[config.mk]
export PLATFORM = sky130hd
export DESIGN_NAME = tiny45_prefetch_flat
export DESIGN_NICKNAME = d
export VERILOG_FILES = /design/src/rtl/tiny45_prefetch_if.sv /design/src/rtl/tiny45_prefetch.sv /design/src/flat_wrapper.sv
export SDC_FILE = /design/constraint.sdc
export NUM_CORES = 1
export LEC_CHECK = 0
export CAP_MARGIN = 40
export CORE_ASPECT_RATIO = 2
export CORE_MARGIN = 2
export CORE_UTILIZATION = 50
export CTS_CLUSTER_DIAMETER = 60
export DETAILED_ROUTE_END_ITERATION = 8
export GPL_TIMING_DRIVEN = 0
export PLACE_DENSITY = 0.87
export SLEW_MARGIN = 25
export SYNTH_ARGS = -nofsm -noshare
export SYNTH_HDL_FRONTEND = slang
export SYNTH_SLANG_ARGS = --single-unit
[constraint.sdc]
create_clock -name clk -period 4.3 [get_ports clk]
set_input_delay 0.86 -clock clk [delete_from_list [all_inputs] [get_ports clk]]
set_output_delay 0.86 -clock clk [all_outputs]
set_load 0.05 [all_outputs]
[src/rtl/tiny45_prefetch_if.sv]
// Prefetch buffer bus: fetcher handshake, decoder instruction port and status.
// slave = prefetch buffer side, master = fetcher/decoder side.
interface tiny45_prefetch_if #(
  parameter int ADDR_W     = 23,
  parameter int DEPTH_LOG2 = 2
);
  logic [ADDR_W:1]     fetch_addr;
  logic                fetch_restart;
  logic                fetch_stall;
  logic                fetch_started;
  logic                fetch_stopped;
  logic [15:0]         fetch_data;
  logic                fetch_ready;
  logic                branch;
  logic [ADDR_W:1]     branch_addr;
  logic [31:0]         instr;
  logic [2:1]          instr_len;
  logic                instr_valid;
  logic                instr_consume;
  logic [ADDR_W:1]     pc;
  logic [DEPTH_LOG2:0] level;

  modport slave (
    input  fetch_started, fetch_stopped, fetch_data, fetch_ready,
           branch, branch_addr, instr_consume,
    output fetch_addr, fetch_restart, fetch_stall,
           instr, instr_len, instr_valid, pc, level
  );

  modport master (
    output fetch_started, fetch_stopped, fetch_data, fetch_ready,
           branch, branch_addr, instr_consume,
    input  fetch_addr, fetch_restart, fetch_stall,
           instr, instr_len, instr_valid, pc, level
  );
endinterface

[src/rtl/tiny45_prefetch.sv]
// tiny45 instruction prefetch ring buffer of 2^DEPTH_LOG2 halfwords.
// TINY45_PREFETCH_COMPRESSED_EN enables 16-bit instruction length decode.
//
// state   | meaning
// ST_IDLE | no fetch stream active; fetcher told to restart at fetch_addr
// ST_RUN  | fetch stream active; fetched halfwords are accepted
module tiny45_prefetch #(
  parameter int DEPTH_LOG2 = 2,
  parameter int ADDR_W     = 23
) (
  input logic              clk,
  input logic              rst,
  tiny45_prefetch_if.slave pf_io
);
  localparam logic [DEPTH_LOG2:0] LVL_FULL = {1'b1, {DEPTH_LOG2{1'b0}}};
  localparam logic [DEPTH_LOG2:0] LVL_ONE  = (DEPTH_LOG2+1)'(1);
  localparam logic [DEPTH_LOG2:0] LVL_TWO  = (DEPTH_LOG2+1)'(2);

  typedef enum logic {ST_IDLE, ST_RUN} state_e;

  state_e                state_q, state_d;
  logic [DEPTH_LOG2:0]   rd_ptr_q, rd_ptr_d, wr_ptr_q, wr_ptr_d;
  logic [ADDR_W:1]       pc_q, pc_d, faddr_q, faddr_d;
  logic [15:0]           mem_q [1 << DEPTH_LOG2];

  logic [DEPTH_LOG2-1:0] rd_idx, rd_idx_nxt, wr_idx;
  logic [15:0]           hw_lo, hw_hi;
  logic [DEPTH_LOG2:0]   level, len_hw, level_after_rd, level_next;
  logic [ADDR_W:1]       br_target;
  logic                  is_wide, valid, consume_take, write_take, running;

  assign level      = wr_ptr_q - rd_ptr_q;
  assign rd_idx     = rd_ptr_q[DEPTH_LOG2-1:0];
  assign rd_idx_nxt = rd_idx + DEPTH_LOG2'(1);
  assign wr_idx     = wr_ptr_q[DEPTH_LOG2-1:0];
  assign hw_lo      = mem_q[rd_idx];
  assign hw_hi      = mem_q[rd_idx_nxt];
  assign running    = (state_q == ST_RUN);

`ifdef TINY45_PREFETCH_COMPRESSED_EN
  // An empty buffer reports a 16-bit length rather than decoding stale RAM.
  assign is_wide   = (level != '0) && (hw_lo[1:0] == 2'b11);
  assign br_target = pf_io.branch_addr;
`else
  assign is_wide   = 1'b1;
  assign br_target = pf_io.branch_addr & ~ADDR_W'(1);
`endif

  assign len_hw       = is_wide ? LVL_TWO : LVL_ONE;
  assign valid        = (level >= len_hw);
  assign consume_take = pf_io.instr_consume && valid && !pf_io.branch;
  assign level_after_rd = consume_take ? (level - len_hw) : level;
  assign write_take   = pf_io.fetch_ready && running && !pf_io.branch &&
                        (level_after_rd < LVL_FULL);
  assign level_next   = pf_io.branch ? '0 :
                        (write_take ? level_after_rd + LVL_ONE : level_after_rd);

  assign pf_io.instr_valid   = valid;
  assign pf_io.instr_len     = is_wide ? 2'b10 : 2'b01;
  assign pf_io.instr         = (level == '0) ? 32'h0000_0000 :
                               (is_wide ? {hw_hi, hw_lo} : {16'h0000, hw_lo});
  assign pf_io.level         = level;
  assign pf_io.pc            = pc_q;
  assign pf_io.fetch_addr    = faddr_q;
  assign pf_io.fetch_stall   = (level_next == LVL_FULL);
  assign pf_io.fetch_restart = pf_io.branch || !running;

  always_comb begin
    state_d  = state_q;
    rd_ptr_d = rd_ptr_q;
    wr_ptr_d = wr_ptr_q;
    pc_d     = pc_q;
    faddr_d  = faddr_q;
    if (pf_io.branch) begin
      state_d  = ST_IDLE;
      rd_ptr_d = '0;
      wr_ptr_d = '0;
      pc_d     = br_target;
      faddr_d  = br_target;
    end else begin
      if (pf_io.fetch_started) begin
        state_d = ST_RUN;
      end else if (pf_io.fetch_stopped) begin
        state_d = ST_IDLE;
      end
      if (consume_take) begin
        rd_ptr_d = rd_ptr_q + len_hw;
        pc_d     = pc_q + ADDR_W'(len_hw);
      end
      if (write_take) begin
        wr_ptr_d = wr_ptr_q + LVL_ONE;
        faddr_d  = faddr_q + ADDR_W'(1);
      end
    end
  end

  always_ff @(posedge clk or posedge rst) begin
    if (rst) begin
      state_q  <= ST_IDLE;
      rd_ptr_q <= '0;
      wr_ptr_q <= '0;
      pc_q     <= '0;
      faddr_q  <= '0;
    end else begin
      state_q  <= state_d;
      rd_ptr_q <= rd_ptr_d;
      wr_ptr_q <= wr_ptr_d;
      pc_q     <= pc_d;
      faddr_q  <= faddr_d;
    end
  end

  // RAM contents survive reset; level = 0 makes them unreachable.
  always_ff @(posedge clk) begin
    if (write_take) begin
      mem_q[wr_idx] <= pf_io.fetch_data;
    end
  end
endmodule

[src/flat_wrapper.sv]
// flat-port wrapper written by rule: the top's interface ports become plain ports
module tiny45_prefetch_flat 
#(
  parameter int DEPTH_LOG2 = 2,
  parameter int ADDR_W     = 23
)
  (clk, rst, pf_io_fetch_started, pf_io_fetch_stopped, pf_io_fetch_data, pf_io_fetch_ready, pf_io_branch, pf_io_branch_addr, pf_io_instr_consume, pf_io_fetch_addr, pf_io_fetch_restart, pf_io_fetch_stall, pf_io_instr, pf_io_instr_len, pf_io_instr_valid, pf_io_pc, pf_io_level);
  tiny45_prefetch_if #(.ADDR_W(ADDR_W), .DEPTH_LOG2(DEPTH_LOG2)) pf_io_i ();
  input logic clk;
  input logic rst;
  input wire logic [$bits(pf_io_i.fetch_started)-1:0] pf_io_fetch_started;
  input wire logic [$bits(pf_io_i.fetch_stopped)-1:0] pf_io_fetch_stopped;
  input wire logic [$bits(pf_io_i.fetch_data)-1:0] pf_io_fetch_data;
  input wire logic [$bits(pf_io_i.fetch_ready)-1:0] pf_io_fetch_ready;
  input wire logic [$bits(pf_io_i.branch)-1:0] pf_io_branch;
  input wire logic [$bits(pf_io_i.branch_addr)-1:0] pf_io_branch_addr;
  input wire logic [$bits(pf_io_i.instr_consume)-1:0] pf_io_instr_consume;
  output wire logic [$bits(pf_io_i.fetch_addr)-1:0] pf_io_fetch_addr;
  output wire logic [$bits(pf_io_i.fetch_restart)-1:0] pf_io_fetch_restart;
  output wire logic [$bits(pf_io_i.fetch_stall)-1:0] pf_io_fetch_stall;
  output wire logic [$bits(pf_io_i.instr)-1:0] pf_io_instr;
  output wire logic [$bits(pf_io_i.instr_len)-1:0] pf_io_instr_len;
  output wire logic [$bits(pf_io_i.instr_valid)-1:0] pf_io_instr_valid;
  output wire logic [$bits(pf_io_i.pc)-1:0] pf_io_pc;
  output wire logic [$bits(pf_io_i.level)-1:0] pf_io_level;
  assign pf_io_i.fetch_started = pf_io_fetch_started;
  assign pf_io_i.fetch_stopped = pf_io_fetch_stopped;
  assign pf_io_i.fetch_data = pf_io_fetch_data;
  assign pf_io_i.fetch_ready = pf_io_fetch_ready;
  assign pf_io_i.branch = pf_io_branch;
  assign pf_io_i.branch_addr = pf_io_branch_addr;
  assign pf_io_i.instr_consume = pf_io_instr_consume;
  assign pf_io_fetch_addr = pf_io_i.fetch_addr;
  assign pf_io_fetch_restart = pf_io_i.fetch_restart;
  assign pf_io_fetch_stall = pf_io_i.fetch_stall;
  assign pf_io_instr = pf_io_i.instr;
  assign pf_io_instr_len = pf_io_i.instr_len;
  assign pf_io_instr_valid = pf_io_i.instr_valid;
  assign pf_io_pc = pf_io_i.pc;
  assign pf_io_level = pf_io_i.level;
  tiny45_prefetch #(.DEPTH_LOG2(DEPTH_LOG2), .ADDR_W(ADDR_W)) u_core (.clk(clk), .rst(rst), .pf_io(pf_io_i));
endmodule
==> impl_summary.txt <==
----------------------------------------------------
[Layout]
  Post-layout instance count excluding filler cells ... 796
  ANT cells ... 0
  Share of layout cells above drive strength 1 ... 12.0%
  # fillers ... 776
  Area delta synth->final ... 40.2%
  # nets final ... 698

[Worst hold path]
  Min-Delay Path Depth ... 1
  Worst Min Path Start ... u_core.wr_ptr_q[2]$_DFFE_PP0P_
  Destination of the worst hold path ... u_core.wr_ptr_q[2]$_DFFE_PP0P_
  HP Class ... reg2reg

[Clock network]
  Clock transition at path regs ... ~60 ps
  Number of H-tree levels ... 4
  TritonCTS Sinks ... 115
  Root Buffer Master ... clkbuf_16
  TritonCTS clock tree ... done
  Worst-skew pair later-pin latency ... roughly 420 ps
  Max clock buf depth ... 2
  Num CTS Buffers ... 17
  Hold_buf cts ... 0

[Global route]
  Tot GR Track Use ... 26.6%
  Global-route wire length before repair ... 24.5 mm
  Largest net degree at the start of global routing ... 52
  Vias in the first global route ... around 5.0k
  Number of antenna violations at the first check in global routing ... 0
  Sum of overflow across all layers after global routing ... 0

[Placement]
  Post-DP HPWL ... 11.3 mm
  Post-placement cell count ... approximately 760
  Count of input and output buffers ... 127
  Global placement routability congestion ... 0.923

[Pwr]
  Power density over the cells ... 522 nW/µm²
  VDD IR max ... 0.406 mV
  Leakage dissipation ... 3.01 nW

[Die]
  X dimension of the die ... approximately 79 µm
  Effective utilization at floorplan ... 51.4%
  Placeable core area ... 10900 µm²
  Die height ... 154 µm
  Ports ... 132
  Die outline area ... 12200 µm²
  Count of standard-cell rows ... 54

[STA]
  RSZ-0062 raised after global routing ... yes
  Worst slew margin relative to its limit ... 46.2%
  Period Utilization, post-route ... ~100%
  Maximum clock rate ... 235 MHz
  Sum of negative setup slack ... 0 ps
  Worst hold slack ... 521 ps
  Final number of max-transition violations ... 0
  Final Critical Period ... 4260 ps
  Total count of hold-check failures in the final report ... 0
  Layout Skew ... 12.8 ps
  Slew @ Worst Pin ... around 810 ps
  Final setup violation count ... 0

[Setup path]
  Startpoint type of the worst setup path ... flip-flop
  Crit path arrival time ... 3400 ps
  Reg2reg end ... u_core.mem_q[0][11]$_DFFE_PP_
  Worst-path fanout max ... 8
  Depth of the worst register-to-register path ... 7
  Flop2flop setup slack ... 690 ps
  Critical Path End Type ... primary output
  RR Startpoint ... u_core.wr_ptr_q[1]$_DFFE_PP0P_
  Worst Path Class, Setup ... reg2out
  Worst endpoint required time ... 3440 ps

[Synthesis]
  Sequential-to-total area share from yosys stat ... 56.8%
  Count of unique library cells instantiated by Yosys ... 53
  Post-synthesis cell area ... 5630 µm²
  Number of enable flip-flop cells after synthesis ... 64
  Asr flop ratio synth ... 44.3%
  Flip-flop cell with the highest count after synthesis ... edfxtp_1
  Yosys Warn Count ... 0
  Gate count of the mapped netlist ... 490
  Mean instance size in the synthesized netlist ... 11.5 µm²
  Count of state elements after synthesis ... 115

[Outcome]
  Outcome ... complete, no violations

[Drt]
  Post-Route WL ... 15.9 mm
  DR pass1 iterations ... 4
  Via count ... around 4.7k
  Routed wire per std cell ... ~20 µm
  Number of nets with antenna violations after detailed routing ... 0
  Vias per inst ... about 5.9
  Starting DRC count in detailed routing ... 216
  DRC ... 0

[Job]
  Max-cap violations ... 0

----------------------------------------------------
[worst max-delay path, cell delays in order (launching register included)]
cell and delay, ps:
dfrtp_1 460, fa_2 690, inv_2 60, ha_4 180, or4_4 490, nand3_4 110
ha_4 190, or3_4 370, a221oi_4 230, buf_6 200
[cell families (layout without fill, tap and decap cells)]
logic type | count (synthesis) | count (layout) | share of synthesized area, %
other | 2 | 4 | 0.133
AND/OR/NAND/NOR | 174 | 174 | 15.1
buffers and inverters | 45 | 209 | 3.82
multiplexers | 36 | 36 | 6.43
adder cells (fa/ha/maj) | 9 | 9 | 2.13
flip-flops | 115 | 115 | 56.8
XOR/XNOR | 25 | 25 | 4.18
AO/OA/AOI/OAI | 84 | 84 | 11.3
[worst max path at each step]
stage	slack, ps	start	end
after floorplan	90	u_core.rd_ptr_q[1]$_DFFE_PP0N_	pf_io_fetch_stall
after global placement	-630	u_core.rd_ptr_q[1]$_DFFE_PP0N_	pf_io_fetch_stall
after detailed placement	-670	u_core.rd_ptr_q[1]$_DFFE_PP0N_	pf_io_fetch_stall
after CTS	20	u_core.rd_ptr_q[1]$_DFFE_PP0N_	pf_io_fetch_stall
after global routing	-60	u_core.rd_ptr_q[1]$_DFFE_PP0N_	pf_io_fetch_stall
final	40	u_core.wr_ptr_q[1]$_DFFE_PP0P_	pf_io_fetch_stall
[flip-flops by register name, indices dropped and copies added (netlist names)]
name	flops
u_core.pf_io.fetch_addr	23
u_core.mem_q	64
u_core.running	1
u_core.rd_ptr_q	2
u_core.pf_io.pc	22
u_core.wr_ptr_q	3
[power breakdown]
group	total [mW]	internal [mW]	switching (mW)
clock network	1.61	1.09	0.520
logic	1.20	0.415	0.789
registers	1.31	1.23	0.0796
total	4.12	2.73	1.39
[area by class of cell]
class                   count  area [µm²]  share of cell area [%]
flip-flops and latches    115        3200                    40.5
clock buffers              17         425                    5.39
multi-input cells         332        2280                    28.9
plain buffers              28         164                    2.08
well taps                 140         175                    2.22
repair buffers            132        1330                    16.8
inverters                  17        68.8                   0.872
clock inverters            15         251                    3.19
[layout by cell type, fill, tap and decap left out, types with 5 or more instances in the layout]
master / n
buf_2: 5
or4_1: 6
a21oi_1: 6
inv_1: 13
o31a_1: 5
a21o_1: 5
clkbuf_1: 11
nand4_1: 12
o21ai_0: 26
edfxtp_1: 64
bufinv_16: 6
buf_6: 5
buf_4: 5
o21ai_1: 6
clkdlybuf4s50_1: 126
nand3_1: 17
xor2_1: 11
dfrtp_1: 51
nor3_1: 18
a21boi_0: 5
mux2i_1: 35
ha_1: 6
nand2_1: 36
o41ai_2: 5
clkbuf_16: 17
xnor2_1: 13
nor2_1: 50
and2_1: 5
nor4_1: 6
a221o_1: 9
[metrics by stage]
stage	setup WS [ps]	total power [mW]	util [%]	cell area, µm²
finish	40.2	4.12	72.1	7890
global route	-56.1	4.25	72.1	7890
CTS	15.7	4.12	71.6	7840
detailed placement	-673	2.49	65.0	7120
global placement	-625	2.47	64.8	7100
floorplan	86.2	2.08	-	5650
[cells in the mapped netlist (5+ instances only)]
master | number | area (µm²)
nor2_1 | 50 | 188
or4_1 | 7 | 52.6
o21ai_1 | 6 | 30.0
clkbuf_1 | 15 | 56.3
buf_2 | 5 | 25.0
nand3_1 | 18 | 90.1
a21o_1 | 5 | 37.5
o21ai_0 | 26 | 130
nand4_1 | 12 | 75.1
inv_1 | 16 | 60.1
edfxtp_1 | 64 | 1920
nor3_1 | 18 | 90.1
nand2_1 | 36 | 135
o41ai_2 | 5 | 81.3
xnor2_1 | 13 | 114
dfrtp_1 | 51 | 1280
a21boi_0 | 5 | 37.5
o31a_1 | 5 | 43.8
a21oi_1 | 6 | 30.0
nor4_1 | 6 | 37.5
and2_1 | 5 | 31.3
mux2i_1 | 35 | 350
a221o_1 | 9 | 90.1
xor2_1 | 11 | 96.3
ha_1 | 8 | 100
[timing repair]
action,in CTS,in global routing
resized for setup,18,5
pin swaps,4,0
endpoints found under the setup margin,31,31
cloned,0,0
buffers inserted,1,0
[per-layer routing]
metal / part of all wire (%) / track usage [%] / vias to the layer above
met3: 6.6 / 6.04 / 73
met2: 54 / 47.3 / 263
met4: 5.9 / 18.8 / 0
met1: 34 / 26.4 / 2269
met5: 0 / 0 / -
li1: - / - / 2097
Power figures use the tool's default switching activity.
